**src/rtl/minisrc_ctrl_pkg.sv**
```systemverilog
// Shared encodings for the MiniSRC hardwired controller: opcodes, states, ALU op bits, opcode classes.
// Latency: none (declarations and a pure helper function only).
// Backpressure: none; the controller never stalls, only the final-step length depends on the class.
package minisrc_ctrl_pkg;

  localparam logic [4:0] OP_LD   = 5'd0;
  localparam logic [4:0] OP_LDI  = 5'd1;
  localparam logic [4:0] OP_ST   = 5'd2;
  localparam logic [4:0] OP_ADD  = 5'd3;
  localparam logic [4:0] OP_SUB  = 5'd4;
  localparam logic [4:0] OP_AND  = 5'd5;
  localparam logic [4:0] OP_OR   = 5'd6;
  localparam logic [4:0] OP_ROR  = 5'd7;
  localparam logic [4:0] OP_ROL  = 5'd8;
  localparam logic [4:0] OP_SHR  = 5'd9;
  localparam logic [4:0] OP_SHRA = 5'd10;
  localparam logic [4:0] OP_SHL  = 5'd11;
  localparam logic [4:0] OP_ADDI = 5'd12;
  localparam logic [4:0] OP_ANDI = 5'd13;
  localparam logic [4:0] OP_ORI  = 5'd14;
  localparam logic [4:0] OP_MUL  = 5'd15;
  localparam logic [4:0] OP_DIV  = 5'd16;
  localparam logic [4:0] OP_NEG  = 5'd17;
  localparam logic [4:0] OP_NOT  = 5'd18;
  localparam logic [4:0] OP_BR   = 5'd19;
  localparam logic [4:0] OP_JR   = 5'd20;
  localparam logic [4:0] OP_JAL  = 5'd21;
  localparam logic [4:0] OP_IN   = 5'd22;
  localparam logic [4:0] OP_OUT  = 5'd23;
  localparam logic [4:0] OP_MFHI = 5'd24;
  localparam logic [4:0] OP_MFLO = 5'd25;
  localparam logic [4:0] OP_NOP  = 5'd26;
  localparam logic [4:0] OP_HALT = 5'd27;

  // Bit positions inside the one-hot AluOp bus.
  localparam int ALU_ADD  = 0;
  localparam int ALU_SUB  = 1;
  localparam int ALU_AND  = 2;
  localparam int ALU_OR   = 3;
  localparam int ALU_SHR  = 4;
  localparam int ALU_SHRA = 5;
  localparam int ALU_SHL  = 6;
  localparam int ALU_ROR  = 7;
  localparam int ALU_ROL  = 8;
  localparam int ALU_MUL  = 9;
  localparam int ALU_DIV  = 10;
  localparam int ALU_NEG  = 11;
  localparam int ALU_NOT  = 12;

  typedef enum logic [3:0] {
    ST_RST, ST_T0, ST_T1, ST_T2, ST_T3, ST_T4, ST_T5, ST_T6, ST_T7, ST_HALT
  } state_t;

  typedef enum logic [3:0] {
    CL_LOAD, CL_LDI, CL_STORE, CL_ALU3, CL_ALUI, CL_MULDIV, CL_UNARY, CL_BRANCH,
    CL_JR, CL_JAL, CL_IN, CL_OUT, CL_MFHI, CL_MFLO, CL_NOP, CL_HALT
  } op_class_t;

  // Final execute step of each class; the step after it is T0 (or HALT).
  function automatic state_t last_step(input op_class_t cls);
    case (cls)
      CL_LOAD, CL_STORE:                 last_step = ST_T7;
      CL_MULDIV, CL_BRANCH:              last_step = ST_T6;
      CL_LDI, CL_ALU3, CL_ALUI:          last_step = ST_T5;
      CL_UNARY, CL_JAL:                  last_step = ST_T4;
      default:                           last_step = ST_T3;
    endcase
  endfunction

endpackage

```
**src/rtl/minisrc_op_decode.sv**
```systemverilog
// Opcode decoder: maps the 5-bit opcode to its execution class and one-hot ALU operation.
// Latency: purely combinational.
// Backpressure: none.
module minisrc_op_decode
  import minisrc_ctrl_pkg::*;
#(
  parameter int ALU_OPS = 13
) (
  input  logic [4:0]         opc,
  output op_class_t          op_class,
  output logic [ALU_OPS-1:0] alu_op
);

  // Address arithmetic of ld/ldi/st/br uses ADD, so those classes also report ADD.
  always_comb begin
    op_class = CL_NOP;
    alu_op   = '0;
    case (opc)
      OP_LD:   begin op_class = CL_LOAD;   alu_op[ALU_ADD]  = 1'b1; end
      OP_LDI:  begin op_class = CL_LDI;    alu_op[ALU_ADD]  = 1'b1; end
      OP_ST:   begin op_class = CL_STORE;  alu_op[ALU_ADD]  = 1'b1; end
      OP_ADD:  begin op_class = CL_ALU3;   alu_op[ALU_ADD]  = 1'b1; end
      OP_SUB:  begin op_class = CL_ALU3;   alu_op[ALU_SUB]  = 1'b1; end
      OP_AND:  begin op_class = CL_ALU3;   alu_op[ALU_AND]  = 1'b1; end
      OP_OR:   begin op_class = CL_ALU3;   alu_op[ALU_OR]   = 1'b1; end
      OP_ROR:  begin op_class = CL_ALU3;   alu_op[ALU_ROR]  = 1'b1; end
      OP_ROL:  begin op_class = CL_ALU3;   alu_op[ALU_ROL]  = 1'b1; end
      OP_SHR:  begin op_class = CL_ALU3;   alu_op[ALU_SHR]  = 1'b1; end
      OP_SHRA: begin op_class = CL_ALU3;   alu_op[ALU_SHRA] = 1'b1; end
      OP_SHL:  begin op_class = CL_ALU3;   alu_op[ALU_SHL]  = 1'b1; end
      OP_ADDI: begin op_class = CL_ALUI;   alu_op[ALU_ADD]  = 1'b1; end
      OP_ANDI: begin op_class = CL_ALUI;   alu_op[ALU_AND]  = 1'b1; end
      OP_ORI:  begin op_class = CL_ALUI;   alu_op[ALU_OR]   = 1'b1; end
      OP_MUL:  begin op_class = CL_MULDIV; alu_op[ALU_MUL]  = 1'b1; end
      OP_DIV:  begin op_class = CL_MULDIV; alu_op[ALU_DIV]  = 1'b1; end
      OP_NEG:  begin op_class = CL_UNARY;  alu_op[ALU_NEG]  = 1'b1; end
      OP_NOT:  begin op_class = CL_UNARY;  alu_op[ALU_NOT]  = 1'b1; end
      OP_BR:   begin op_class = CL_BRANCH; alu_op[ALU_ADD]  = 1'b1; end
      OP_JR:   op_class = CL_JR;
      OP_JAL:  op_class = CL_JAL;
      OP_IN:   op_class = CL_IN;
      OP_OUT:  op_class = CL_OUT;
      OP_MFHI: op_class = CL_MFHI;
      OP_MFLO: op_class = CL_MFLO;
      OP_HALT: op_class = CL_HALT;
      default: op_class = CL_NOP;
    endcase
  end

endmodule

```
**src/rtl/minisrc_control_unit.sv**
```systemverilog
// MiniSRC hardwired controller: fetch T0-T2, then opcode-driven execute steps T3-T7; optional MINISRC_CTRL_SINGLE_STEP_EN adds a Step gate.
// Latency: one state per clock; 4 to 8 cycles per instruction depending on opcode class.
// Backpressure: none free-running; with single-step the final step is held (outputs quiet) until Step=1.
module minisrc_control_unit
  import minisrc_ctrl_pkg::*;
#(
  parameter int IR_W    = 32,
  parameter int OPC_MSB = 31,
  parameter int ALU_OPS = 13
) (
  input  logic               Clock,
  input  logic               Clear,
  input  logic [IR_W-1:0]    IR,
  input  logic               CON_FF,
`ifdef MINISRC_CTRL_SINGLE_STEP_EN
  input  logic               Step,
`endif
  output logic PCout, Zlowout, Zhighout, MDRout, HIout, LOout, InPortout, Cout,
  output logic MARin, Zin, PCin, MDRin, IRin, Yin, HIin, LOin, CONin, OutPortIn,
  output logic IncPC, Read, Write,
  output logic Gra, Grb, Grc, Rin, Rout, BAout, LinkRin,
  output logic [ALU_OPS-1:0] AluOp,
  output logic               Run
);

  state_t             state, state_nxt;
  op_class_t          op_class;
  logic [ALU_OPS-1:0] dec_alu;
  logic               step_ok, hold_idle, ir_unused;

  // Only the opcode field steers the sequence; the rest of IR belongs to the datapath.
  assign ir_unused = ^IR;

  minisrc_op_decode #(.ALU_OPS(ALU_OPS)) u_dec (
    .opc      (IR[OPC_MSB -: 5]),
    .op_class (op_class),
    .alu_op   (dec_alu)
  );

`ifdef MINISRC_CTRL_SINGLE_STEP_EN
  assign step_ok = Step;
`else
  assign step_ok = 1'b1;
`endif

  // Final step waiting for Step: hold state and keep every strobe quiet.
  assign hold_idle = (state == last_step(op_class)) && !step_ok;

  // State register; Clear wins over everything, including mid-instruction.
  always_ff @(posedge Clock) begin
    if (!Clear) state <= ST_RST;
    else        state <= state_nxt;
  end

  // Next-state selection and per-step control strobes.
  always_comb begin
    state_nxt = state;
    {PCout, Zlowout, Zhighout, MDRout, HIout, LOout, InPortout, Cout} = '0;
    {MARin, Zin, PCin, MDRin, IRin, Yin, HIin, LOin, CONin, OutPortIn} = '0;
    {IncPC, Read, Write, Gra, Grb, Grc, Rin, Rout, BAout, LinkRin} = '0;
    AluOp = '0;
    Run   = 1'b0;
    case (state)
      ST_RST:  state_nxt = ST_T0;
      ST_HALT: state_nxt = ST_HALT;
      default: begin
        if (state == last_step(op_class)) begin
          if (step_ok) state_nxt = (op_class == CL_HALT) ? ST_HALT : ST_T0;
        end else begin
          state_nxt = state_t'(state + 4'd1);
        end
        if (!hold_idle) begin
          Run = 1'b1;
          case (state)
            ST_T0: begin PCout = 1'b1; MARin = 1'b1; IncPC = 1'b1; Zin = 1'b1; end
            ST_T1: begin Zlowout = 1'b1; PCin = 1'b1; Read = 1'b1; MDRin = 1'b1; end
            ST_T2: begin MDRout = 1'b1; IRin = 1'b1; end
            default: begin
              case (op_class)
                CL_LOAD, CL_LDI, CL_STORE: begin
                  case (state)
                    ST_T3: begin Grb = 1'b1; BAout = 1'b1; Yin = 1'b1; end
                    ST_T4: begin Cout = 1'b1; AluOp = dec_alu; Zin = 1'b1; end
                    ST_T5: begin
                      Zlowout = 1'b1;
                      if (op_class == CL_LDI) begin Gra = 1'b1; Rin = 1'b1; end
                      else MARin = 1'b1;
                    end
                    ST_T6: begin
                      MDRin = 1'b1;
                      if (op_class == CL_LOAD) Read = 1'b1;
                      else begin Gra = 1'b1; Rout = 1'b1; end
                    end
                    ST_T7: begin
                      if (op_class == CL_LOAD) begin MDRout = 1'b1; Gra = 1'b1; Rin = 1'b1; end
                      else Write = 1'b1;
                    end
                    default: ;
                  endcase
                end
                CL_ALU3, CL_ALUI: begin
                  case (state)
                    ST_T3: begin Grb = 1'b1; Rout = 1'b1; Yin = 1'b1; end
                    ST_T4: begin
                      if (op_class == CL_ALU3) begin Grc = 1'b1; Rout = 1'b1; end
                      else Cout = 1'b1;
                      AluOp = dec_alu; Zin = 1'b1;
                    end
                    ST_T5: begin Zlowout = 1'b1; Gra = 1'b1; Rin = 1'b1; end
                    default: ;
                  endcase
                end
                CL_MULDIV: begin
                  case (state)
                    ST_T3: begin Gra = 1'b1; Rout = 1'b1; Yin = 1'b1; end
                    ST_T4: begin Grb = 1'b1; Rout = 1'b1; AluOp = dec_alu; Zin = 1'b1; end
                    ST_T5: begin Zlowout = 1'b1; LOin = 1'b1; end
                    ST_T6: begin Zhighout = 1'b1; HIin = 1'b1; end
                    default: ;
                  endcase
                end
                CL_UNARY: begin
                  case (state)
                    ST_T3: begin Grb = 1'b1; Rout = 1'b1; AluOp = dec_alu; Zin = 1'b1; end
                    ST_T4: begin Zlowout = 1'b1; Gra = 1'b1; Rin = 1'b1; end
                    default: ;
                  endcase
                end
                CL_BRANCH: begin
                  case (state)
                    ST_T3: begin Gra = 1'b1; Rout = 1'b1; CONin = 1'b1; end
                    ST_T4: begin PCout = 1'b1; Yin = 1'b1; end
                    ST_T5: begin Cout = 1'b1; AluOp = dec_alu; Zin = 1'b1; end
                    ST_T6: begin Zlowout = 1'b1; PCin = CON_FF; end
                    default: ;
                  endcase
                end
                CL_JR:   begin Gra = 1'b1; Rout = 1'b1; PCin = 1'b1; end
                CL_JAL: begin
                  if (state == ST_T3) begin PCout = 1'b1; LinkRin = 1'b1; Rin = 1'b1; end
                  else begin Gra = 1'b1; Rout = 1'b1; PCin = 1'b1; end
                end
                CL_IN:   begin InPortout = 1'b1; Gra = 1'b1; Rin = 1'b1; end
                CL_OUT:  begin Gra = 1'b1; Rout = 1'b1; OutPortIn = 1'b1; end
                CL_MFHI: begin HIout = 1'b1; Gra = 1'b1; Rin = 1'b1; end
                CL_MFLO: begin LOout = 1'b1; Gra = 1'b1; Rin = 1'b1; end
                default: ;
              endcase
            end
          endcase
        end
      end
    endcase
  end

endmodule

```
**config.mk**
```make
export PLATFORM = sky130hd
export DESIGN_NAME = minisrc_control_unit
export DESIGN_NICKNAME = d
export VERILOG_FILES = /design/src/rtl/minisrc_ctrl_pkg.sv /design/src/rtl/minisrc_op_decode.sv /design/src/rtl/minisrc_control_unit.sv
export SDC_FILE = /design/constraint.sdc
export NUM_CORES = 1
export LEC_CHECK = 0
export CAP_MARGIN = 25
export CORE_MARGIN = 2
export CORE_UTILIZATION = 42
export DETAILED_ROUTE_END_ITERATION = 8
export PLACE_DENSITY = 0.88
export SYNTH_ARGS = -nofsm -noshare
export SYNTH_HDL_FRONTEND = slang
export SYNTH_SLANG_ARGS = --single-unit
```
**constraint.sdc**
```tcl
create_clock -name Clock -period 5.55 [get_ports Clock]
set_input_delay 1.3875 -clock Clock [delete_from_list [all_inputs] [get_ports Clock]]
set_output_delay 1.3875 -clock Clock [all_outputs]
set_load 0.005 [all_outputs]
```
== Word level (Yosys, flattened, before mapping) ==
Memory sizes are Yosys's and may differ from the RTL's.
Index checks and enable logic that the tools add are counted.

* Add/subtract/negate cells: 1
* Multipliers: 0
* Divide/modulo/power cells: 0
* $lt $le $gt $ge: 0
* Eq/ne operators: 50
* Shift operators: 0
* Mux-type cells: 127
* Bitwise operators: 0
* Reductions and logical operators: 25

{| class="wikitable"
|+ Operators with widths
! operator !! count
|-
| two-way mux 1 bit || 95
|-
| two-way mux 13 bit || 5
|-
| one-hot mux 4 bit (15 select lines) || 1
|-
| equality test 5 bit (second input constant) || 11
|-
| equality test 5 x 4 -> 1 bit (second input constant) || 8
|-
| one-hot mux 13 bit (3 select lines) || 1
|-
| equality test 4 bit (second input constant) || 9
|-
| equality test 4 x 3 -> 1 bit (second input constant) || 8
|-
| one-hot mux 1 bit (2 select lines) || 13
|-
| OR reduction 2 bit || 13
|-
| equality test 5 x 3 -> 1 bit (second input constant) || 4
|-
| OR reduction 6 bit || 3
|-
| equality test 4 x 2 -> 1 bit (second input constant) || 4
|-
| one-hot mux 1 bit (3 select lines) || 5
|-
| two-way mux 4 bit || 3
|-
| one-hot mux 1 bit (6 select lines) || 2
|-
| OR reduction 3 bit || 4
|-
| equality test 5 x 2 -> 1 bit (second input constant) || 2
|-
| OR reduction 9 bit || 1
|-
| equality test 4 x 1 -> 1 bit (second input constant) || 2
|-
| zero test 4 bit || 2
|-
| one-hot mux 4 bit (2 select lines) || 1
|-
| equality test 5 x 1 -> 1 bit (second input constant) || 1
|-
| zero test 5 bit || 1
|-
| other kinds (4) || 4
|}

* Bits in registers: 4
* Bits in latches: 0
* Memory bits (writable): 0
* ROM bits: 64
* Input port bits: 35
* Logic and storage cells: 205
* Memories: 1

{| class="wikitable"
|+ Memories
! memory !! depth !! width !! rd ports !! clocked after Yosys merged registers in !! wr ports !! RTL line !! text
|-
| (name not given) || 16 || 4 || 1 || 0 || 0 || minisrc_ctrl_pkg.sv:61 || <nowiki>case (cls)</nowiki>
|}

== Logic depth before layout (Yosys ltp) ==
* Depth after elaboration: 9
* Mapped depth: 9
* Mapped depth without buffers: 7

== Cells and area by module ==
From an unflattened synthesis, not the netlist that was laid out.

* Cells, all modules: 210
* Area total of the unflattened synthesis: 1325.0 um2

{| class="wikitable"
|+ By module, submodules not included
! module !! times used !! cells an instance !! area an instance (um2)
|-
| minisrc_control_unit || 1 || 169 || 1084.8
|-
| minisrc_op_decode || 1 || 41 || 240.2
|}

== Worst setup path after synthesis ==
OpenSTA, ideal clock, no wires.

* Kind: input -> output
* Start: in IR[27]
* End: out AluOp[4]
* Data arrival time: 2842 ps
* Data required time: 4163 ps
* Setup slack: 1320 ps
* Stages on the path: 6
* Path through: buf_2 or3_4 o21ai_1 a221oi_2 nand2b_1 nor4_1

* Cells in the longest elaborated chain, start to end: 8

{| class="wikitable"
|+ Ends and longest elaborated chain
! element !! RTL line !! text
|-
| start: declaration || minisrc_control_unit.sv:13 || <nowiki>input logic [IR_W-1:0] IR,</nowiki>
|-
| equality test 5 x 2 -> 1 bit (tied with other cells) || minisrc_op_decode.sv:18 || <nowiki>case (opc)</nowiki>
|-
| OR reduction 9 bit (no source line) (tied with other cells) || n/a ||
|-
| one-hot mux 4 bit (15 select lines) || minisrc_op_decode.sv:18 ||
|-
| equality test 4 x 1 -> 1 bit (tied with other cells) || minisrc_control_unit.sv:79 || <nowiki>case (op_class)</nowiki>
|-
| OR reduction 6 bit (no source line) || n/a ||
|-
| one-hot mux 13 bit (3 select lines) * || minisrc_control_unit.sv:79 ||
|-
| two-way mux 13 bit * || minisrc_control_unit.sv:74 || <nowiki>case (state)</nowiki>
|-
| two-way mux 13 bit * || minisrc_control_unit.sv:63 || <nowiki>case (state)</nowiki>
|-
| end: declaration || minisrc_control_unit.sv:22 || <nowiki>output logic [ALU_OPS-1:0] AluOp,</nowiki>
|}

Mark *: on every way between the ends. The rest lies on a longest branch, timed or not.

== Final worst setup path ==
* Start: in IR[27]
* End: out Gra

* Cells in the longest elaborated chain, start to end: 9

{| class="wikitable"
|+ Ends and longest elaborated chain
! element !! RTL line !! text
|-
| equality test 5 x 2 -> 1 bit (tied with other cells) || minisrc_op_decode.sv:18 ||
|-
| OR reduction 9 bit (no source line) (tied with other cells) || n/a ||
|-
| one-hot mux 4 bit (15 select lines) * || minisrc_op_decode.sv:18 ||
|-
| equality test 4 x 1 -> 1 bit / zero test 4 bit (equally long branches) || n/a ||
|-
| two-way mux 1 bit (on tied branches) || minisrc_control_unit.sv:86, minisrc_control_unit.sv:91, minisrc_control_unit.sv:95 ||
|-
| one-hot mux 1 bit (3 select lines) || minisrc_control_unit.sv:81 || <nowiki>case (state)</nowiki>
|-
| one-hot mux 1 bit (6 select lines) * || minisrc_control_unit.sv:79 ||
|-
| two-way mux 1 bit * || minisrc_control_unit.sv:74 ||
|-
| two-way mux 1 bit * || minisrc_control_unit.sv:63 ||
|-
| end: declaration || minisrc_control_unit.sv:21 || <nowiki>output logic Gra, Grb, Grc, Rin, Rout, BAout, LinkRin,</nowiki>
|}

Marks and branches as above.

==> results.toml <==
[clock_tree]
post_cts_buffers = 0
clock_path_buffers = 2
cts_made_buffers = 3
cts_resized = 0
holdBufCountCts = 0
cts_tree = "built"
numClockSinks = 4
h-tree-depth = 1
root_buffer = "clkbuf_4"
clkLatencyLatePin_ns = 0.24
clk_pin_slew_ns = 0.03

[worst_hold_path]
min_from = "state[0]"
hold_path_class = "flip-flop to flip-flop"

[global_route]
grt_usage_pct = 27.4
grt_first_pass_wirelength_mm = 7.67
antenna_found_initial = 0
grt_remaining_overflow = 0
grt_pass1_vias = 1604
grt_max_degree = 20

[floorplanning]
core_um2 = 3030
die_w_um = 60.4
initial_core_util_pct = 44.0
die_h_um = 60.4
pin_count = 77
design.die.area_um2 = 3640
rows = 20

[finish]
regMostFlops = "state"
fin_nets = 308
fin_area_um2 = 1910
largest_register_ffs = 4
seq_area_um2 = 80.1
multi_input_area_um2 = 1120
fill_cells = 298
diodes = 0
areaGrowthSynthToFinish_pct = 43.5
largestRegisters = "state x4"
stdcell_count = 311
drive_above_1_share_pct = 10.1

[yosys]
ys_seq_area_share_pct = 6.00
ys_warn_count = 0
synth_seq_cells = 4
synth.net_count = 262
synth_area_um2 = 1330
postSynthAreaPerCell_um2 = 5.98
synth_cell_type_count = 50
synth_cells = 223

[setup_path]
cp_max_fo = 8
cp.required_ns = 4.16
crit_chain = "clkdlybuf4s50_1 -> buf_4 -> and2_0 -> a211oi_1 -> a211oi_1 -> o21a_1 -> a31oi_1 -> clkdlybuf4s50_1"
critPathLaunch = "IR[27]"
critical-path-top-delay-family = "buffers and inverters"
end_kind = "output pin"
cp-start-kind = "input pin"
path_class = "input pin to output pin"
cp.arrival_ns = 3.82
r2r_start = "state[2]"
critPathSlowestCell = "clkdlybuf4s50_1"
cp_num_buf_inv = 3
max_stage_delay_ns = 0.57

[routing]
drc_errors = 0
wl_per_cell_um = 15.2
drt_first_pass_iters = 5
drtAntennaViolNets = 0
wl_mm = 4.71
vias = 1790
post_drt_via_cell_ratio = 5.76
drt_iter0_drc = 131

[status]
outcome = "complete, no violations"

[place]
gp_congestion = 0.932
dp.cells = 308
hpwl_mm = 3.55
dpl-instance-area_um2 = 1890
io_buffers = 49

[sta]
min_period_ns = 5.20
fin_tns_setup_ns = 0
setup_viol = 0
grt_setup_unrepaired = "false"
whs_ns = 0.570
worst_pin_slew_ns = 0.946
post-route-period-util_pct = 93.8
relSlewSlack_pct = 36.4
max_freq_mhz = 192
fin_skew_ns = 0.00908
hold_viol = 0
maxSlewViolCount = 0

[power_and_ir_drop]
leakagePower_uw = 0.000672
irDropWorstVdd_mv = 0.206
p_per_area_nw_per_um2 = 96.4

[run]
cap_violations = 0
==> area by class of cell <==
class                   instances  share of cell area (%)
flip-flops and latches          4                    4.18
multi-input cells             188                    58.7
well taps                      44                    2.88
repair buffers                 64                    31.5
clock buffers                   3                    1.18
inverters                       8                    1.57
==> worst reg2reg max path, stage by stage (launching register included) <==
cell,delay (ns)
dfxtp_1,0.62
nor2b_1,0.28
mux2i_1,0.17
a2111oi_4,0.45
mux2i_1,0.21
==> layer usage <==
metal / up-vias / global-route usage [%] / routed length (um)
li1: 885 / - / -
met1: 826 / 38.1 / 2180
met2: 73 / 44.9 / 2180
met3: 6 / 4.05 / 306
met4: 0 / 6.35 / 51
met5: - / 0 / 0
==> cell families after synthesis <==
kind of cell | count (synthesis) | share of synthesized area [%]
AO/OA/AOI/OAI | 52 | 27.1
XOR/XNOR | 3 | 1.97
adder cells (fa/ha/maj) | 4 | 3.75
buffers and inverters | 31 | 9.76
flip-flops | 4 | 6.00
multiplexers | 4 | 3.00
AND/OR/NAND/NOR | 125 | 48.4
==> cells in the final DEF (no fill, tap or decap), drive strengths merged, types with 3 or more instances in the layout <==
cell	count
nor2b	5
nor4b	4
or3	3
a211oi	3
mux2i	4
clkbuf	3
nor4	5
ha	4
nand3b	3
and2	5
clkdlybuf4s50	49
nor3	13
o21ai	11
a31oi	6
dfxtp	4
nand2b	8
inv	8
nand3	12
nor2	29
a21oi	14
buf	15
nand2	30
==> stage by stage <==
| step | setup slack, ns | total power (uW) | util, % |
|---|---|---|---|
| floorplan | 1.32 | 98.8 | - |
| finish | 0.346 | 185 | 63.2 |
| global placement | 0.374 | 144 | 62.5 |
| CTS | 0.363 | 184 | 63.2 |
| global route | 0.218 | 197 | 63.2 |
| detailed placement | 0.366 | 145 | 62.5 |
==> report_power, final <==
group	switching, uW	internal, uW	total, uW
Clock	13.3	24.3	37.6
Sequential	2.48	30.4	32.8
Combinational	63.2	50.9	114
==> worst paths after layout <==
kind	endpoint	slack [ns]	depth (start not counted)
setup / recovery	Gra	0.35	8
hold / removal	state[0]	0.57	2
setup reg to reg	state[3]	3.76	4
hold reg to reg	state[0]	0.57	2
==> synth_stat cells (all sizes together) <==
library cell / number / area share (%)
a21o: 1 / 0.56
or2: 2 / 0.94
a211oi: 3 / 1.7
and4: 1 / 0.66
or3: 3 / 2.2
mux2i: 4 / 3.0
o21bai: 2 / 1.1
a221oi: 1 / 1.1
a21oi: 14 / 5.3
and3b: 2 / 1.3
nor4: 5 / 2.3
o21ai: 11 / 4.1
inv: 8 / 2.3
nand3b: 3 / 1.7
ha: 4 / 3.8
nor3: 13 / 4.9
xor2: 2 / 1.3
and2: 5 / 2.5
nor4b: 4 / 2.6
dfxtp: 4 / 6.0
clkbuf: 16 / 4.5
nand2b: 8 / 3.8
nand2: 30 / 8.4
o21a: 2 / 1.1
nor2b: 5 / 2.3
o211ai: 2 / 1.1
nand3: 12 / 4.5
o221a: 2 / 1.7
o32ai: 1 / 0.66
a211o: 1 / 0.66
buf: 7 / 3.0
o221ai: 1 / 0.66
o41ai: 2 / 1.3
and3: 2 / 1.3
a31oi: 6 / 2.8
nor2: 29 / 8.2
xnor2: 1 / 0.66
and4b: 1 / 0.75
o31ai: 1 / 0.56
a2111oi: 1 / 2.1
a22oi: 1 / 0.56
(Power assumes the default switching activity.)
==> edit 1 (config.mk and constraints unchanged) <==
The option `MINISRC_CTRL_SINGLE_STEP_EN` is turned on by a define.
--- a/src/rtl/minisrc_control_unit.sv
+++ b/src/rtl/minisrc_control_unit.sv
@@ -1,6 +1,8 @@
 // MiniSRC hardwired controller: fetch T0-T2, then opcode-driven execute steps T3-T7; optional MINISRC_CTRL_SINGLE_STEP_EN adds a Step gate.
 // Latency: one state per clock; 4 to 8 cycles per instruction depending on opcode class.
 // Backpressure: none free-running; with single-step the final step is held (outputs quiet) until Step=1.
+`define MINISRC_CTRL_SINGLE_STEP_EN
+
 module minisrc_control_unit
   import minisrc_ctrl_pkg::*;
 #(
Ports: changed (added Step); port bits go from 77 to 78. No check against the original RTL was run, so the function may have changed too.
==> edit 1 against the unedited design <==
Sequential cell count unchanged. Sequential power increased by 2%. Synthesized cell count shrank 9.4%. Clock skew is 0.0052 ns lower. Setup slack worse by 0.16 ns. First-iteration DRC count shrank 3.1%. Power is 4.8% higher. Synthesized area down 8.5%. Cell area increased by 0.39%. Count of clock-buffer cells in the layout did not move. Routed wire length decreased by 9.3%.
==> edit 1: results <==
[pwr]
comb_cell_power_uw = 126
p_leak_nw = 0.670
seq-power_uw = 33.6
seq_power_share_pct = 17.4

[finish]
n_all_buffers = 75
multi_input_gates = 177
fillers = 242
multi_input_area_sq_um = 1040
clkCellAreaFrac_pct = 1.17
inverters = 7

[yosys]
synth-xor-area-share_pct = 0.718
synthAdderAreaFrac_pct = 4.92
ys_top_cells_by_area = nor3_1 8.6%, nor2_1 8.3%, a21oi_1 7.4%
syn_nets = 242
synth_common_cells = 27 x nor2_1, 21 x nand2_1, 21 x nor3_1
yosys-mux-area-fraction_pct = 1.64
synth.distinct_cells = 52

[placed_design]
globalplace.congestion = 0.954
portBuffers = 50
post_dp_cell_area_sq_um = 1890

[global_routing]
track_usage_pct = 25.4
grt_pass1_wl_um = 7000
grt_max_degree = 18
grt_pass1_vias = 1575

[setup_path]
path_max_fanout = 13
arrival_ns = 3.97

[clock_network]
clock_latency_ns = 0.22

[routing]
drt_wl_total_um = 4280
drt_pass1_iterations = 4
drtIter0Drc = 127

[timing]
fin_worst_skew_ns = 0.00385

[run_status]
outcome = complete, no violations
==> edit 1: final timing paths <==
kind | start | cells after the start | endpoint | slack [ns]
worst max-delay path | IR[27] | 9 | AluOp[8] | 0.19
worst min-delay path | state[1] | 2 | state[1] | 0.55
worst max register to register | state[2] | 6 | state[3] | 3.45
worst min register to register | state[1] | 2 | state[1] | 0.55
==> edit 1: worst register-to-register path: cells and delay by family (launching register included) <==
kind	cells	cell delay (ns)
compound gates	2	0.59
simple gates	2	0.56
flops	1	0.48
mux	1	0.19
buf+inv	1	0.18
==> edit 1: through the flow <==
step           worst slack [ns]  util [%]  cells
6_report                  0.190      69.7    297
5_1_grt                  0.0408      69.7    297
4_1_cts                   0.150      69.4    297
3_5_place_dp              0.153      68.6    294
3_3_place_gp              0.215      68.6    294
2_1_floorplan              1.12         -    202
==> edit 1: layer usage <==
layer | track usage [%] | share of wire (%)
met5 | 0 | 0
met4 | 5.32 | 1.6
met3 | 2.46 | 6.6
met2 | 41.9 | 48
met1 | 36.0 | 44
==> edit 2 (same settings) <==
Without the edit above. Register the output `IRin`, without a reset; this adds one clock of latency there. The other outputs are not delayed to match.
--- a/src/rtl/minisrc_control_unit.sv
+++ b/src/rtl/minisrc_control_unit.sv
@@ -22,6 +22,8 @@
   output logic [ALU_OPS-1:0] AluOp,
   output logic               Run
 );
+
+  logic IRin_d;
 
   state_t             state, state_nxt;
   op_class_t          op_class;
@@ -56,7 +58,7 @@
   always_comb begin
     state_nxt = state;
     {PCout, Zlowout, Zhighout, MDRout, HIout, LOout, InPortout, Cout} = '0;
-    {MARin, Zin, PCin, MDRin, IRin, Yin, HIin, LOin, CONin, OutPortIn} = '0;
+    {MARin, Zin, PCin, MDRin, IRin_d, Yin, HIin, LOin, CONin, OutPortIn} = '0;
     {IncPC, Read, Write, Gra, Grb, Grc, Rin, Rout, BAout, LinkRin} = '0;
     AluOp = '0;
     Run   = 1'b0;
@@ -74,7 +76,7 @@
           case (state)
             ST_T0: begin PCout = 1'b1; MARin = 1'b1; IncPC = 1'b1; Zin = 1'b1; end
             ST_T1: begin Zlowout = 1'b1; PCin = 1'b1; Read = 1'b1; MDRin = 1'b1; end
-            ST_T2: begin MDRout = 1'b1; IRin = 1'b1; end
+            ST_T2: begin MDRout = 1'b1; IRin_d = 1'b1; end
             default: begin
               case (op_class)
                 CL_LOAD, CL_LDI, CL_STORE: begin
@@ -153,5 +155,9 @@
     endcase
   end
 
+  always_ff @(posedge Clock) begin
+    IRin <= IRin_d;
+  end
+
 endmodule
 
Function: changed (Yosys sat finds a counterexample within 4 cycles, from zero or initial values).
==> edit 2 against the unedited design <==
Power grew 5.9%. Synthesized area down 2.3%. Cell area fell by 5.0%. Sequential power is 22% higher. Sequential cell count is 1 higher. Routed wire length is 8.4% lower. Utilization fell by 2.7 points. Setup slack worse by 0.068 ns. Via count fell by 4.9%.
==> edit 2: results <==
[routing]
drt_wl_total_um = 4320
avgRoutedWirePerCell_um = 15.8
drt_pass1_iterations = 5
drtIter0Drc = 117
highest_layer = met4
route.met2.wl_um = 2020
wl_met1_um = 1810
dr_wl_met3_um = 380

[global_routing]
grt_pass1_vias = 1509
grt_max_degree = 15
grtUsageMet1_pct = 33.5
gr-usage-met2_pct = 40.1
track_usage_pct = 25.0
grt_util_met3_pct = 2.16
grt_pass1_wl_um = 6860

[setup_path]
rrSetupSlack_ns = 3.74
rr_endpoint = state[2]
path_max_fanout = 11
arrival_ns = 3.88
cp-endpoint = AluOp[11]
cp-startpoint = IR[31]
critPathSlowestCell = clkdlybuf4s50_1
slowest_delay_ns = 0.81

[pwr]
vdd.ir_drop.worst_mv = 0.0995
seq_power_share_pct = 20.5
netSwitchingFraction_pct = 41.4
switching_power_uw = 80.9
p_leak_nw = 0.647

[clock_network]
clock_latency_ns = 0.26
cts_setup_buffers = 0

[yosys]
ys_top_cells_by_area = dfxtp_1 7.7%, nand2_1 6.6%, nor2_1 6.3%
synth_common_cells = 23 x nand2_1, 22 x nor2_1, 16 x a21oi_1
syn_nets = 235
avgSynthCellArea_sq_um = 6.65
ys_seq_area_share_pct = 7.68

[run_status]
outcome = complete, no violations

[finish]
final_nets = 280
fillers = 299
reg_top3 = state: 4 flops, IRin: 1 flops
ff_latch_area_sq_um = 100

[timing]
fin_crit_sh_pct = 95.0
fin_worst_skew_ns = 0.00688
holdWs_ns = 0.509
tightest_slew_ns = 0.546

[placed_design]
hpwlAfterDp_um = 3320
post_dp_cell_area_sq_um = 1790
pre_cts_slack_ns = 0.312
dp_cells = 269
globalplace.congestion = 0.910

[hold_path]
hp-start = state[0]
worstHoldPathCells = 1
==> edit 2: changes by cell type after synthesis, sizes merged, moves of 3 or more <==
cell    change
and2b       +3
nor4b       -4
nor4        -4
nand2       -7
nor2        -5
buf         +7
clkbuf     -13
nand3       -4
nor2b       -4
o21ai       -3
or2         +3
nand2b      -4
==> edit 2: kinds of logic (layout without fill, tap and decap cells) <==
group           after synthesis  after routing  synth area share, %
xor+xnor                      4              4                 2.69
compound gates               54             54                 29.8
fa+ha+maj                     4              4                 3.84
flops                         5              5                 7.69
mux                           3              3                 2.40
simple gates                102            102                 43.7
buf+inv                      24             68                 9.89
==> edit 2: cell type report <==
class                      count  share of cell area, %
sequential                     5                   5.51
clock buffer                   4                   1.45
tap                           33                   2.27
multi-input combinational    167                   59.1
inverter                       7                   1.45
timing repair buffer          57                   30.3
